## src/rtl/utils_pkg.sv

```systemverilog
// Shared AXI channel types, register offsets, response codes and FSM state encodings
// for the reset controller.
package utils_pkg;

    typedef logic [3:0] axi_tid_t;

    typedef struct packed {
        axi_tid_t    awid;
        logic [31:0] awaddr;
        logic [7:0]  awlen;
        logic [2:0]  awsize;
        logic [1:0]  awburst;
        logic        awvalid;
        logic [31:0] wdata;
        logic [3:0]  wstrb;
        logic        wlast;
        logic        wvalid;
        logic        bready;
        axi_tid_t    arid;
        logic [31:0] araddr;
        logic [7:0]  arlen;
        logic [2:0]  arsize;
        logic [1:0]  arburst;
        logic        arvalid;
        logic        rready;
    } s_axi_mosi_t;

    typedef struct packed {
        logic        awready;
        logic        wready;
        axi_tid_t    bid;
        logic [1:0]  bresp;
        logic        bvalid;
        logic        arready;
        axi_tid_t    rid;
        logic [31:0] rdata;
        logic [1:0]  rresp;
        logic        rlast;
        logic        rvalid;
    } s_axi_miso_t;

    localparam logic [15:0] RST_ADDR_OFS = 16'h000;
    localparam logic [15:0] HOLD_OFS     = 16'h100;
    localparam logic [15:0] INFO_OFS     = 16'h104;

    localparam logic [1:0] RESP_OKAY   = 2'b00;
    localparam logic [1:0] RESP_SLVERR = 2'b10;

    typedef enum logic [1:0] {W_IDLE, W_DATA, W_RESP} w_state_e;
    typedef enum logic       {R_IDLE, R_DATA}         r_state_e;

    typedef enum logic [1:0] {REG_RST_ADDR, REG_HOLD, REG_INFO, REG_NONE} reg_kind_e;

    function automatic reg_kind_e decode_addr(input logic [15:0] addr,
                                              input int unsigned num_harts);
        if (addr == HOLD_OFS) return REG_HOLD;
        if (addr == INFO_OFS) return REG_INFO;
        // Subtraction wraps below the base, so the range check also rejects it.
        if (addr[1:0] == 2'b00 && 32'((addr - RST_ADDR_OFS) >> 2) < num_harts) begin
            return REG_RST_ADDR;
        end
        return REG_NONE;
    endfunction

    function automatic logic [31:0] strb_merge(input logic [31:0] old_val,
                                               input logic [31:0] new_val,
                                               input logic [3:0]  strb);
        logic [31:0] res;
        res = old_val;
        for (int b = 0; b < 4; b++) begin
            if (strb[b]) res[8*b +: 8] = new_val[8*b +: 8];
        end
        return res;
    endfunction

endpackage

```

## src/rtl/rst_ctrl_mc_if.sv

```systemverilog
// AXI slave request/response bundle for the reset controller.
interface rst_ctrl_mc_if;
    import utils_pkg::*;

    s_axi_mosi_t axi_mosi;
    s_axi_miso_t axi_miso;

    modport master (output axi_mosi, input axi_miso);
    modport slave  (input axi_mosi, output axi_miso);
endinterface

```

## src/rtl/rst_ctrl_regfile.sv

```systemverilog
// Boot-vector and hold-mask storage with byte-strobe writes and a combinational read mux.
module rst_ctrl_regfile
    import utils_pkg::*;
#(
    parameter int unsigned           NUM_HARTS    = 2,
    parameter logic [31:0]           RST_ADDR_DEF = 32'h0,
    parameter logic [NUM_HARTS-1:0]  HOLD_DEF     = ~NUM_HARTS'(1)
) (
    input  logic                            clk,
    input  logic                            rst,
    input  logic                            we_i,
    input  logic [15:0]                     waddr_i,
    input  logic [31:0]                     wdata_i,
    input  logic [3:0]                      wstrb_i,
    output logic                            werr_o,
    input  logic [15:0]                     raddr_i,
    output logic [31:0]                     rdata_o,
    output logic                            rerr_o,
    output logic [NUM_HARTS-1:0][31:0]      rst_addr_o,
    output logic [NUM_HARTS-1:0]            hold_o
);

    logic [NUM_HARTS-1:0][31:0] rst_addr_q, rst_addr_d;
    logic [NUM_HARTS-1:0]       hold_q, hold_d;
    reg_kind_e                  wkind, rkind;

`ifdef SIMULATION
    logic [NUM_HARTS-1:0][31:0] rst_loading;
`endif

    always_comb begin
        wkind      = decode_addr(waddr_i, NUM_HARTS);
        werr_o     = (wkind == REG_INFO) || (wkind == REG_NONE);
        rst_addr_d = rst_addr_q;
        hold_d     = hold_q;
        if (we_i) begin
            case (wkind)
                REG_RST_ADDR: begin
                    for (int i = 0; i < NUM_HARTS; i++) begin
                        if (waddr_i[15:2] == 14'(i)) begin
                            rst_addr_d[i] = strb_merge(rst_addr_q[i], wdata_i, wstrb_i);
                        end
                    end
                end
                REG_HOLD: begin
                    // Bits beyond NUM_HARTS have no storage, so their writes vanish.
                    for (int i = 0; i < NUM_HARTS; i++) begin
                        if (wstrb_i[i/8]) hold_d[i] = wdata_i[i];
                    end
                end
                default: ;
            endcase
        end
    end

    always_comb begin
        rkind   = decode_addr(raddr_i, NUM_HARTS);
        rdata_o = '0;
        rerr_o  = 1'b0;
        case (rkind)
            REG_RST_ADDR: begin
                for (int i = 0; i < NUM_HARTS; i++) begin
                    if (raddr_i[15:2] == 14'(i)) rdata_o = rst_addr_q[i];
                end
            end
            REG_HOLD: rdata_o[NUM_HARTS-1:0] = hold_q;
            REG_INFO: rdata_o[7:0] = 8'(NUM_HARTS);
            default:  rerr_o = 1'b1;
        endcase
    end

    always_ff @(posedge clk) begin
        if (!rst) begin
`ifdef SIMULATION
            rst_addr_q <= rst_loading;
`else
            rst_addr_q <= {NUM_HARTS{RST_ADDR_DEF}};
`endif
            hold_q     <= HOLD_DEF;
        end else begin
            rst_addr_q <= rst_addr_d;
            hold_q     <= hold_d;
        end
    end

    assign rst_addr_o = rst_addr_q;
    assign hold_o     = hold_q;

endmodule

```

## src/rtl/rst_ctrl_mc.sv

```systemverilog
// Multi-hart reset controller: AXI-programmable boot vectors and hold mask driving
// registered per-hart active-low resets. Independent single-outstanding read/write FSMs.
module rst_ctrl_mc
    import utils_pkg::*;
#(
    parameter int unsigned           NUM_HARTS    = 2,
    parameter logic [31:0]           RST_ADDR_DEF = 32'h0,
    parameter logic [NUM_HARTS-1:0]  HOLD_DEF     = ~NUM_HARTS'(1)
) (
    input  logic                        clk,
    input  logic                        rst,
    rst_ctrl_mc_if.slave                axi,
    output logic [NUM_HARTS-1:0][31:0]  rst_addr_o,
    output logic [NUM_HARTS-1:0]        hart_rst_n_o
);

    s_axi_mosi_t mosi;
    s_axi_miso_t miso;

    w_state_e             w_state_q, w_state_d;
    r_state_e             r_state_q, r_state_d;
    logic [15:0]          awaddr_q, awaddr_d;
    axi_tid_t             awid_q, awid_d;
    axi_tid_t             arid_q, arid_d;
    logic [31:0]          rdata_q, rdata_d;
    logic [1:0]           rresp_q, rresp_d;
    logic [NUM_HARTS-1:0] hart_rst_n_q, hart_rst_n_d;

    logic                 rf_we, rf_werr, rf_rerr;
    logic [31:0]          rf_rdata;
    logic [NUM_HARTS-1:0] rf_hold;

    assign mosi = axi.axi_mosi;

    rst_ctrl_regfile #(
        .NUM_HARTS    (NUM_HARTS),
        .RST_ADDR_DEF (RST_ADDR_DEF),
        .HOLD_DEF     (HOLD_DEF)
    ) u_regfile (
        .clk        (clk),
        .rst        (rst),
        .we_i       (rf_we),
        .waddr_i    (awaddr_q),
        .wdata_i    (mosi.wdata),
        .wstrb_i    (mosi.wstrb),
        .werr_o     (rf_werr),
        .raddr_i    (mosi.araddr[15:0]),
        .rdata_o    (rf_rdata),
        .rerr_o     (rf_rerr),
        .rst_addr_o (rst_addr_o),
        .hold_o     (rf_hold)
    );

    always_comb begin
        miso         = '0;
        rf_we        = 1'b0;
        w_state_d    = w_state_q;
        r_state_d    = r_state_q;
        awaddr_d     = awaddr_q;
        awid_d       = awid_q;
        arid_d       = arid_q;
        rdata_d      = rdata_q;
        rresp_d      = rresp_q;
        hart_rst_n_d = ~rf_hold;

        unique case (w_state_q)
            W_IDLE: begin
                miso.awready = 1'b1;
                if (mosi.awvalid) begin
                    awaddr_d  = mosi.awaddr[15:0];
                    awid_d    = mosi.awid;
                    w_state_d = W_DATA;
                end
            end
            W_DATA: begin
                miso.wready = 1'b1;
                if (mosi.wvalid) begin
                    rf_we     = 1'b1;
                    w_state_d = W_RESP;
                end
            end
            W_RESP: begin
                miso.bvalid = 1'b1;
                miso.bid    = awid_q;
                miso.bresp  = rf_werr ? RESP_SLVERR : RESP_OKAY;
                if (mosi.bready) w_state_d = W_IDLE;
            end
            default: w_state_d = W_IDLE;
        endcase

        unique case (r_state_q)
            R_IDLE: begin
                miso.arready = 1'b1;
                // Sampled from the pre-commit register state, so a same-cycle write is not seen.
                if (mosi.arvalid) begin
                    arid_d    = mosi.arid;
                    rdata_d   = rf_rdata;
                    rresp_d   = rf_rerr ? RESP_SLVERR : RESP_OKAY;
                    r_state_d = R_DATA;
                end
            end
            R_DATA: begin
                miso.rvalid = 1'b1;
                miso.rlast  = 1'b1;
                miso.rid    = arid_q;
                miso.rdata  = rdata_q;
                miso.rresp  = rresp_q;
                if (mosi.rready) r_state_d = R_IDLE;
            end
            default: r_state_d = R_IDLE;
        endcase
    end

    always_ff @(posedge clk) begin
        if (!rst) begin
            w_state_q    <= W_IDLE;
            r_state_q    <= R_IDLE;
            awaddr_q     <= '0;
            awid_q       <= '0;
            arid_q       <= '0;
            rdata_q      <= '0;
            rresp_q      <= RESP_OKAY;
            hart_rst_n_q <= '0;
        end else begin
            w_state_q    <= w_state_d;
            r_state_q    <= r_state_d;
            awaddr_q     <= awaddr_d;
            awid_q       <= awid_d;
            arid_q       <= arid_d;
            rdata_q      <= rdata_d;
            rresp_q      <= rresp_d;
            hart_rst_n_q <= hart_rst_n_d;
        end
    end

    assign axi.axi_miso = miso;
    assign hart_rst_n_o = hart_rst_n_q;

    logic unused_mosi;
    assign unused_mosi = ^{mosi.awaddr[31:16], mosi.awlen, mosi.awsize, mosi.awburst,
                           mosi.wlast, mosi.araddr[31:16], mosi.arlen, mosi.arsize,
                           mosi.arburst};

endmodule

```

## src/flat_wrapper.sv

```systemverilog
// flat-port wrapper written by rule: the top's interface ports become plain ports
module rst_ctrl_mc_flat import utils_pkg::*;
#(
    parameter int unsigned           NUM_HARTS    = 2,
    parameter logic [31:0]           RST_ADDR_DEF = 32'h0,
    parameter logic [NUM_HARTS-1:0]  HOLD_DEF     = ~NUM_HARTS'(1)
)
  (clk, rst, rst_addr_o, hart_rst_n_o, axi_axi_mosi, axi_axi_miso);
  rst_ctrl_mc_if axi_i ();
  input  logic clk;
  input  logic rst;
  output logic [NUM_HARTS-1:0][31:0] rst_addr_o;
  output logic [NUM_HARTS-1:0] hart_rst_n_o;
  input wire logic [$bits(axi_i.axi_mosi)-1:0] axi_axi_mosi;
  output wire logic [$bits(axi_i.axi_miso)-1:0] axi_axi_miso;
  assign axi_i.axi_mosi = axi_axi_mosi;
  assign axi_axi_miso = axi_i.axi_miso;
  rst_ctrl_mc #(.NUM_HARTS(NUM_HARTS), .RST_ADDR_DEF(RST_ADDR_DEF), .HOLD_DEF(HOLD_DEF)) u_core (.clk(clk), .rst(rst), .axi(axi_i), .rst_addr_o(rst_addr_o), .hart_rst_n_o(hart_rst_n_o));
endmodule
```

## config.mk

```make
export PLATFORM = sky130hd
export DESIGN_NAME = rst_ctrl_mc_flat
export DESIGN_NICKNAME = d
export VERILOG_FILES = /design/src/rtl/utils_pkg.sv /design/src/rtl/rst_ctrl_mc_if.sv /design/src/rtl/rst_ctrl_regfile.sv /design/src/rtl/rst_ctrl_mc.sv /design/src/flat_wrapper.sv
export SDC_FILE = /design/constraint.sdc
export NUM_CORES = 1
export LEC_CHECK = 0
export CORE_MARGIN = 1
export CORE_UTILIZATION = 40
export CTS_CLUSTER_DIAMETER = 80
export DETAILED_ROUTE_END_ITERATION = 8
export PLACE_DENSITY = 0.81
export SETUP_SLACK_MARGIN = 0.3
export SKIP_LAST_GASP = 1
export SYNTH_ARGS = -nofsm -noshare
export SYNTH_HDL_FRONTEND = slang
export SYNTH_SLANG_ARGS = --single-unit
```

## constraint.sdc

```tcl
create_clock -name clk -period 3.65 [get_ports clk]
set_input_delay 1.095 -clock clk [delete_from_list [all_inputs] [get_ports clk]]
set_output_delay 1.095 -clock clk [all_outputs]
set_load 0.1 [all_outputs]
```

# Word level (Yosys, flattened, before mapping)
# Cells that the tools add are included.
# totals
reg_bits	129
input_bits	142
out_inout_bits	116
# classes
n_lt_le_gt_ge	2
eq_ne	16
mux	45
bitwise	2
reduce_logical	23
# op_table
operator	count
16-bit by 9-bit == test with 1-bit output, second input constant	4
32-bit two-way mux	2
40-bit two-way mux	1
2-bit two-way mux	17
4-bit AND reduction	8
14-bit by 1-bit == test with 1-bit output, second input constant	2
14-bit logical NOT	2
14-bit by 2-bit < comparator with 1-bit output, second input constant	2
24-bit two-way mux	1
1-bit two-way mux	19
2-bit one-hot mux with 3 select lines	2
2-bit logical NOT	5
2-bit == test, second input constant	4
7-bit two-way mux	1
2-bit by 1-bit == test with 1-bit output, second input constant	3
6-bit two-way mux	1
2-bit inequality test, second input constant	3
3-bit AND reduction	2
2-bit AND reduction	2
3-bit OR reduction	1
1-bit logical AND	2
2-bit inverter	1
1-bit one-hot mux with 2 select lines	1
1-bit logical OR	1
1-bit inverter	1

# Depth between registers and ports, before layout
# Gate-level depths: netlist of the first run.
# depth
depth_word	12
depth_mapped	7
depth_no_buf	4

# Hierarchy
# A second synthesis of the first run with hierarchy kept.
# unflattened
hier_cells	671
hier_area_um2	6010.8
# by_module_without_submodules
module	instances	cells_per_inst	area_each_um2
rst_ctrl_regfile	1	348	3270.6
rst_ctrl_mc	1	323	2740.1

# Worst setup path before layout of the first run
# No wires, ideal clock.
# synth_path
path_type	register to register
start	register u_core.w_state_q[0]
end	register u_core.u_regfile.rst_addr_q (netlist bit u_core.u_regfile.rst_addr_o[33])
setup_time_ns	0.072
t_arrival_ns	3.471
required_time_ns	3.578
setup_slack_ns	0.108
path_stages_with_launch	5
n_path_buf	0
period_less_slack_ns	3.542
path_cell_list	dfxtp_1 -> nor2b_1 -> nand3_1 -> nor4_4 -> mux2i_1
# synth_via
elab_chain_cells	3
# synth_lines
item	line	rtl
start, declared	rst_ctrl_mc.sv:20	w_state_e w_state_q, w_state_d;
start signal, assigned	rst_ctrl_mc.sv:125	w_state_q <= w_state_d;
2-bit by 1-bit == test with 1-bit output	rst_ctrl_mc.sv:66	unique case (w_state_q)
1-bit two-way mux	rst_ctrl_mc.sv:66	
4-bit AND reduction (no line)	-	
end signal, assigned	rst_ctrl_regfile.sv:77	rst_addr_q <= {NUM_HARTS{RST_ADDR_DEF}};
end signal, assigned	rst_ctrl_regfile.sv:81	rst_addr_q <= rst_addr_d;
end, declared	rst_ctrl_regfile.sv:23	logic [NUM_HARTS-1:0][31:0] rst_addr_q, rst_addr_d;
# Every way passes these cells.
# A chain may end at the register's enable or synchronous reset.

# Final worst setup path of the first run
# layout_path
start	register u_core.awaddr_q[9]
end	output axi_axi_miso[43]
# layout_via
elab_chain_cells	12
elab_cells_between_ends	20
# layout_lines
item	line	rtl
start, declared	rst_ctrl_mc.sv:22	logic [15:0] awaddr_q, awaddr_d;
start signal, assigned	rst_ctrl_mc.sv:127	awaddr_q <= awaddr_d;
14-bit by 2-bit < comparator with 1-bit output	utils_pkg.sv:59	if (addr[1:0] == 2'b00 && 32'((addr - RST_ADDR_OFS) >> 2) < num_harts) begin
1-bit logical AND	utils_pkg.sv:59	
1-bit two-way mux (2 in series)	utils_pkg.sv:59	
1-bit two-way mux	utils_pkg.sv:57	if (addr == INFO_OFS) return REG_INFO;
2-bit two-way mux	utils_pkg.sv:62	return REG_NONE;
2-bit two-way mux	utils_pkg.sv:59	
2-bit two-way mux *	utils_pkg.sv:57	
2-bit == test	rst_ctrl_regfile.sv:33	werr_o = (wkind == REG_INFO) || (wkind == REG_NONE);
1-bit logical OR *	rst_ctrl_regfile.sv:33	
2-bit two-way mux *	rst_ctrl_mc.sv:85	miso.bresp = rf_werr ? RESP_SLVERR : RESP_OKAY;
7-bit two-way mux *	rst_ctrl_mc.sv:66	
end, declared	flat_wrapper.sv:15	output wire logic [$bits(axi_i.axi_miso)-1:0] axi_axi_miso;
# Mark *: on every way between the ends. The rest lies on a longest branch, timed or not. The select of a mux whose other input is x is not followed.

==> results of run 1 <==
-- power groups by stage --
stage	clock network, W	logic (W)	registers (W)
3_5_place_dp	0	0.000416	0.00147
5_1_grt	0.00181	0.000445	0.00145
4_1_cts	0.00174	0.000417	0.00144
2_1_floorplan	0	0.000241	0.00149
6_report	0.00172	0.000415	0.00144
3_3_place_gp	0	0.000413	0.00147
-- kinds of logic (layout without fill, tap and decap cells) --
| group | Yosys count | after routing | synth area share (%) |
|---|---|---|---|
| simple gates | 257 | 257 | 23.5 |
| other cells | 1 | 2 | 0.0678 |
| compound gates | 107 | 107 | 11.9 |
| buf+inv | 50 | 250 | 3.82 |
| flops | 128 | 128 | 46.3 |
| mux | 79 | 79 | 14.3 |
-- layer usage --
metal	wire length, um	share of wire [%]
met1	6590	43
met2	7330	48
met4	403	2.6
met3	1030	6.7
met5	0	0
-- critical path, stage by stage, from the launching register on --
cell and delay, ns:
dfxtp_1 0.31, nor4_1 0.46, and3_1 0.24, buf_4 0.27
a21oi_2 0.08, buf_4 0.24
-- metrics by stage --
step	hold slack, ns	worst slack, ns	cells	area, um2
3_5_place_dp	0.422	0.681	967	7840
3_3_place_gp	0.417	0.708	967	7840
2_1_floorplan	0.397	0.555	623	5540
4_1_cts	0.446	0.493	999	8450
6_report	0.441	0.516	999	8450
5_1_grt	0.464	0.348	999	8450
-- flip-flops by register name, summed over array words and instances (netlist names) --
register	cells
u_core.arid_q	4
u_core.awaddr_q	16
u_core.awid_q	4
u_core.hart_rst_n_o	2
u_core.r_state_q	1
u_core.rdata_q	32
u_core.rresp_q	1
u_core.u_regfile.hold_o	2
u_core.u_regfile.rst_addr_o	64
u_core.w_state_q	2
-- cells in the final DEF, fill, tap and decap left out, drive strengths merged, types with 3 or more instances in the layout --
master and instances:
bufinv 3, nor3 5, nor2 3, nand2b 6, clkdlybuf4s50 80, dfxtp 128
inv 6, clkinv 5, and2 43, o21ai 57, or4 3, clkinvlp 5
mux2i 78, nor4 14, a21boi 44, clkbuf 18, buf 133, nand3 27
nor2b 10, nand2 136, nand3b 3
-- final timing paths --
| check | startpoint | end | cells past startpoint |
|---|---|---|---|
| worst max-delay path | u_core.awaddr_q[9]$_SDFFE_PN0P_ | axi_axi_miso[43] | 5 |
| worst min register to register | u_core.rdata_q[12]$_SDFFE_PN0P_ | u_core.rdata_q[12]$_SDFFE_PN0P_ | 2 |
| worst min-delay path | u_core.rdata_q[12]$_SDFFE_PN0P_ | u_core.rdata_q[12]$_SDFFE_PN0P_ | 2 |
| worst max register to register | u_core.awaddr_q[15]$_SDFFE_PN0P_ | u_core.u_regfile.hold_o[0]$_SDFFE_PN0P_ | 4 |
-- final cells by class --
type	instances	area, um2
tap	176	220
clock inverter	14	165
timing repair buffer	213	2270
multi-input combinational	445	2770
sequential	128	2560
fill	1137	4900
clock buffer	18	439
inverter	5	18.8
==> results.sh, run 1 <==
export IMPL_cp_max_fo=25
export IMPL_p_sw_share_pct=25.4
export IMPL_grt_usage_pct=22.2
export IMPL_clk_latency_ns=0.43
export IMPL_gr_usage_met1_pct=26.4
export IMPL_grt_start_max_net_pins=61
export IMPL_synth_most_common_cell="nand2_1"
export IMPL_drive_above_1_share_pct=21.1
export IMPL_clk_path_buf_depth=2
export IMPL_timing_fmax_mhz=319
export IMPL_hold_path_class="register to register"
export IMPL_startpoint_type="register"
export IMPL_syn_area_per_cell_um2=8.89
export IMPL_gp_congestion=0.795
export IMPL_p_int_w=0.00267
export IMPL_p_switching_w=0.000906
export IMPL_cts_tree="done"
export IMPL_power_frac_clock_pct=48.0
export IMPL_worstPathRequired_ns=2.55
export IMPL_start_util_pct=41.4
export IMPL_die_area_mm2=0.0143
export IMPL_hold_viol_final=0
export IMPL_synthTopCellsByCount="nand2_1, dfxtp_1, mux2i_1"
export IMPL_cts_resized=0
export IMPL_synth_cell_types=33
export IMPL_drc=0
export IMPL_clk_pin_slew_worst_paths_ns=0.06
export IMPL_wirelength_mm=15.3
export IMPL_path_class="register to output port"
export IMPL_hold_buffers=0
export IMPL_synth_seq_area_share_pct=46.3
export IMPL_drtPass1Iterations=4
export IMPL_crit_arrival_ns=2.04
export IMPL_overflow=0
export IMPL_cts_max_level=4
export IMPL_p_seq_share_pct=40.4
export IMPL_fin_nets=952
export IMPL_setup_violations=0
export IMPL_cap_violations=0
export IMPL_cts_inserted_buffers=17
export IMPL_fin_util_pct=63.3
export IMPL_p_per_area_mw_per_mm2=423
export IMPL_netlist_area_mm2=0.00553
export IMPL_async_flop_share_pct=0
export IMPL_grt_pass1_vias=4822
export IMPL_ys_warn_count=0
export IMPL_combPwrFrac_pct=11.6
export IMPL_drt_initial_drc_count=284
export IMPL_rsz0062_at_grt="false"
export IMPL_peakVddDrop_mv=0.270
export IMPL_antennaDiodeCount=0
export IMPL_postCtsSetupBuffers=0
export IMPL_placeableCoreArea_mm2=0.0133
export IMPL_globalRouteMet2Util_pct=35.8
export IMPL_cts_root_buf="clkbuf_16"
export IMPL_routed_via_count=5008
export IMPL_p_leak_nw=3.27
export IMPL_synth_top_area_share_pct=46.3
export IMPL_viasPerCell=5.01
export IMPL_ant_nets=0
export IMPL_antenna_found_initial=0
export IMPL_fin_setup_tns_ns=0
export IMPL_p_total_w=0.00357
export IMPL_die_w_um=120
export IMPL_outcome="completed"
export IMPL_synth_area_leaders="dfxtp_1, mux2i_1, nand2_1"
export IMPL_synthFlopType="dfxtp_1"
export IMPL_grt_pass1_wl_mm=24.4
export IMPL_max_slew_margin_rel_pct=47.9
export IMPL_rows=42
export IMPL_synth_seq_cells=128
export IMPL_use_met3_pct=6.84
export IMPL_die_h_um=120
export IMPL_num_io_pins=258
export IMPL_period_share_pct=85.9
export IMPL_clock_sinks=128
export IMPL_post_route_min_period_ns=3.13
export IMPL_slew_viol_final=0
export IMPL_yosysTopAreaCell="dfxtp_1"
export IMPL_area_growth_syn_to_layout_pct=52.7
export IMPL_tightest_slew_ns=0.779
export IMPL_grt_busiest_layer="met2"
export IMPL_reg2reg_slack_ns=0.89
export IMPL_finClkSkew_ns=0.00951
export IMPL_synth_edf_count=0
export IMPL_endpoint_kind="output port"
export IMPL_io_buffers=196
export IMPL_wire_per_inst_um=15.4
export IMPL_synth_cells=622
export IMPL_post_dp_hpwl_mm=10.6
Power figures use the tool's default switching activity.
==> run 2: changes to the inputs <==
- CORE_ASPECT_RATIO: default -> 0.75
- SETUP_SLACK_MARGIN: 0.3 -> 0.05
==> run 2 against run 1 <==
Power rose by 1.2%. Non-clock buffer count rose by 2. Cell count fell by 0.40%. Maximum frequency fell by 4.7%. First-iteration DRC count rose by 1.1%. Wire length rose by 3.9%. Global-route usage rose by 0.31 points. Sequential cell count did not move. Sequential share of layout area fell by 0.085 points. Clock power barely moved. Register-to-register slack got worse by 0.07 ns. Critical endpoint unchanged.
==> results.sh, run 2 (synthesized netlist as in run 1, its figures left out) <==
export IMPL_drt_initial_drc_count=287
export IMPL_largest_reg_flops=64
export IMPL_setup_violations=0
export IMPL_outcome="completed"
export IMPL_tightest_slew_ns=0.850
export IMPL_endpoint_kind="output port"
export IMPL_rsz0062_at_grt="false"
export IMPL_die_h_um=104
export IMPL_rows=36
export IMPL_worstPathRequired_ns=2.55
export IMPL_peakVddDrop_mv=0.357
export IMPL_clk_pin_slew_worst_paths_ns=0.06
export IMPL_cts_max_level=4
export IMPL_gp_congestion=0.797
export IMPL_path_class="register to output port"
export IMPL_fin_nets=954
export IMPL_drc=0
export IMPL_clk_latency_ns=0.41
export IMPL_drtPass1Iterations=4
export IMPL_ant_nets=0
export IMPL_power_frac_clock_pct=48.4
export IMPL_area_growth_syn_to_layout_pct=53.2
export IMPL_placeableCoreArea_mm2=0.0132
export IMPL_period_share_pct=90.1
export IMPL_clock_sinks=128
export IMPL_grt_pass1_vias=4804
export IMPL_cts_tree="done"
export IMPL_grt_start_max_net_pins=70
export IMPL_cap_violations=0
export IMPL_cts_inserted_buffers=17
export IMPL_fin_cells=995
export IMPL_reg2reg_slack_ns=0.82
export IMPL_wire_per_inst_um=16.0
export IMPL_cts_root_buf="clkbuf_16"
export IMPL_fin_util_pct=64.0
export IMPL_final_common_cell="nand2_1"
export IMPL_fin_setup_tns_ns=0
export IMPL_hold_buffers=0
export IMPL_grt_pass1_wl_mm=24.7
export IMPL_fillers=1113
export IMPL_p_per_area_mw_per_mm2=427
export IMPL_place_inst=964
export IMPL_layout_common_cells="nand2_1, dfxtp_1, buf_4"
export IMPL_startpoint_type="register"
export IMPL_postCtsSetupBuffers=0
export IMPL_overflow=0
export IMPL_die_w_um=138
export IMPL_cts_resized=0
export IMPL_post_dp_hpwl_mm=11.3
export IMPL_viasPerCell=5.03
export IMPL_p_int_w=0.00269
export IMPL_max_slew_margin_rel_pct=43.2
export IMPL_combPwrFrac_pct=11.9
export IMPL_whs_ns=0.441
export IMPL_p_switching_w=0.000922
export IMPL_routed_via_count=5005
export IMPL_num_io_pins=258
export IMPL_hold_path_class="register to register"
export IMPL_p_total_w=0.00362
export IMPL_timing_fmax_mhz=304
export IMPL_die_area_mm2=0.0143
export IMPL_p_sw_share_pct=25.5
export IMPL_drive_above_1_share_pct=21.0
export IMPL_finClkSkew_ns=0.00718
export IMPL_crit_arrival_ns=2.19
export IMPL_wirelength_mm=15.9
export IMPL_p_leak_nw=3.29
export IMPL_slew_viol_final=0
export IMPL_p_seq_share_pct=39.7
export IMPL_grt_usage_pct=22.5
export IMPL_io_buffers=196
export IMPL_clk_path_buf_depth=2
export IMPL_post_route_min_period_ns=3.29
export IMPL_antenna_found_initial=0
export IMPL_antennaDiodeCount=0
export IMPL_hold_viol_final=0
export IMPL_cp_max_fo=25
export IMPL_start_util_pct=41.8
## run 2: changes by cell type in the layout (fill, tap and decap cells not counted)
cell,delta
a21oi_2,-1
clkinv_4,+2
a21oi_1,+1
nor2b_1,+1
buf_12,+1
nor2b_2,-1
clkinvlp_4,-1
clkbuf_8,+1
clkinv_2,-3
buf_4,+1
## run 2: critical path, stage by stage, from the launching register on
cell and delay (ns):
dfxtp_1 0.31, nor4_1 0.60, and3_1 0.24, buf_4 0.27, a21oi_1 0.16, buf_12 0.20
## run 2: final cells by class
| class | count | area (um2) | area share, % |
|---|---|---|---|
| Clock buffer | 19 | 453 | 5.35 |
| Clock inverter | 12 | 160 | 1.89 |
| Inverter | 5 | 18.8 | 0.222 |
| Multi-Input combinational cell | 445 | 2760 | 32.6 |
| Sequential cell | 128 | 2560 | 30.3 |
| Tap cell | 171 | 214 | 2.53 |
| Timing Repair Buffer | 215 | 2300 | 27.2 |
## run 2: power by group through the flow
stage | combinational [W] | sequential, W | clock, W
floorplan | 0.000240 | 0.00149 | 0
global placement | 0.000427 | 0.00147 | 0
detailed placement | 0.000431 | 0.00147 | 0
CTS | 0.000432 | 0.00144 | 0.00178
global route | 0.000458 | 0.00144 | 0.00185
finish | 0.000429 | 0.00144 | 0.00175
## run 2: per-layer routing
metal  routed length (um)  vias up  GRT usage (%)
met5                    0        -              0
met4                  257        0           6.91
met3                 1580       20           8.22
met2                 7250      181           35.1
met1                 6860     2304           28.6
li1                     -     2500              -
## run 2: stage by stage
| stage | instance area [um2] | setup slack [ns] |
|---|---|---|
| floorplan | 5530 | 0.108 |
| global placement | 7860 | 0.699 |
| detailed placement | 7860 | 0.653 |
| CTS | 8470 | 0.391 |
| global route | 8470 | 0.303 |
| finish | 8470 | 0.362 |
## run 2: worst paths after layout
check                                            endpoint  cells past startpoint                              from
min reg2reg               u_core.rdata_q[23]$_SDFFE_PN0P_                      2   u_core.rdata_q[23]$_SDFFE_PN0P_
min                       u_core.rdata_q[23]$_SDFFE_PN0P_                      2   u_core.rdata_q[23]$_SDFFE_PN0P_
max reg2reg  u_core.u_regfile.rst_addr_o[31]$_SDFFE_PN0P_                      4  u_core.awaddr_q[15]$_SDFFE_PN0P_
max                                      axi_axi_miso[43]                      5   u_core.awaddr_q[4]$_SDFFE_PN0P_
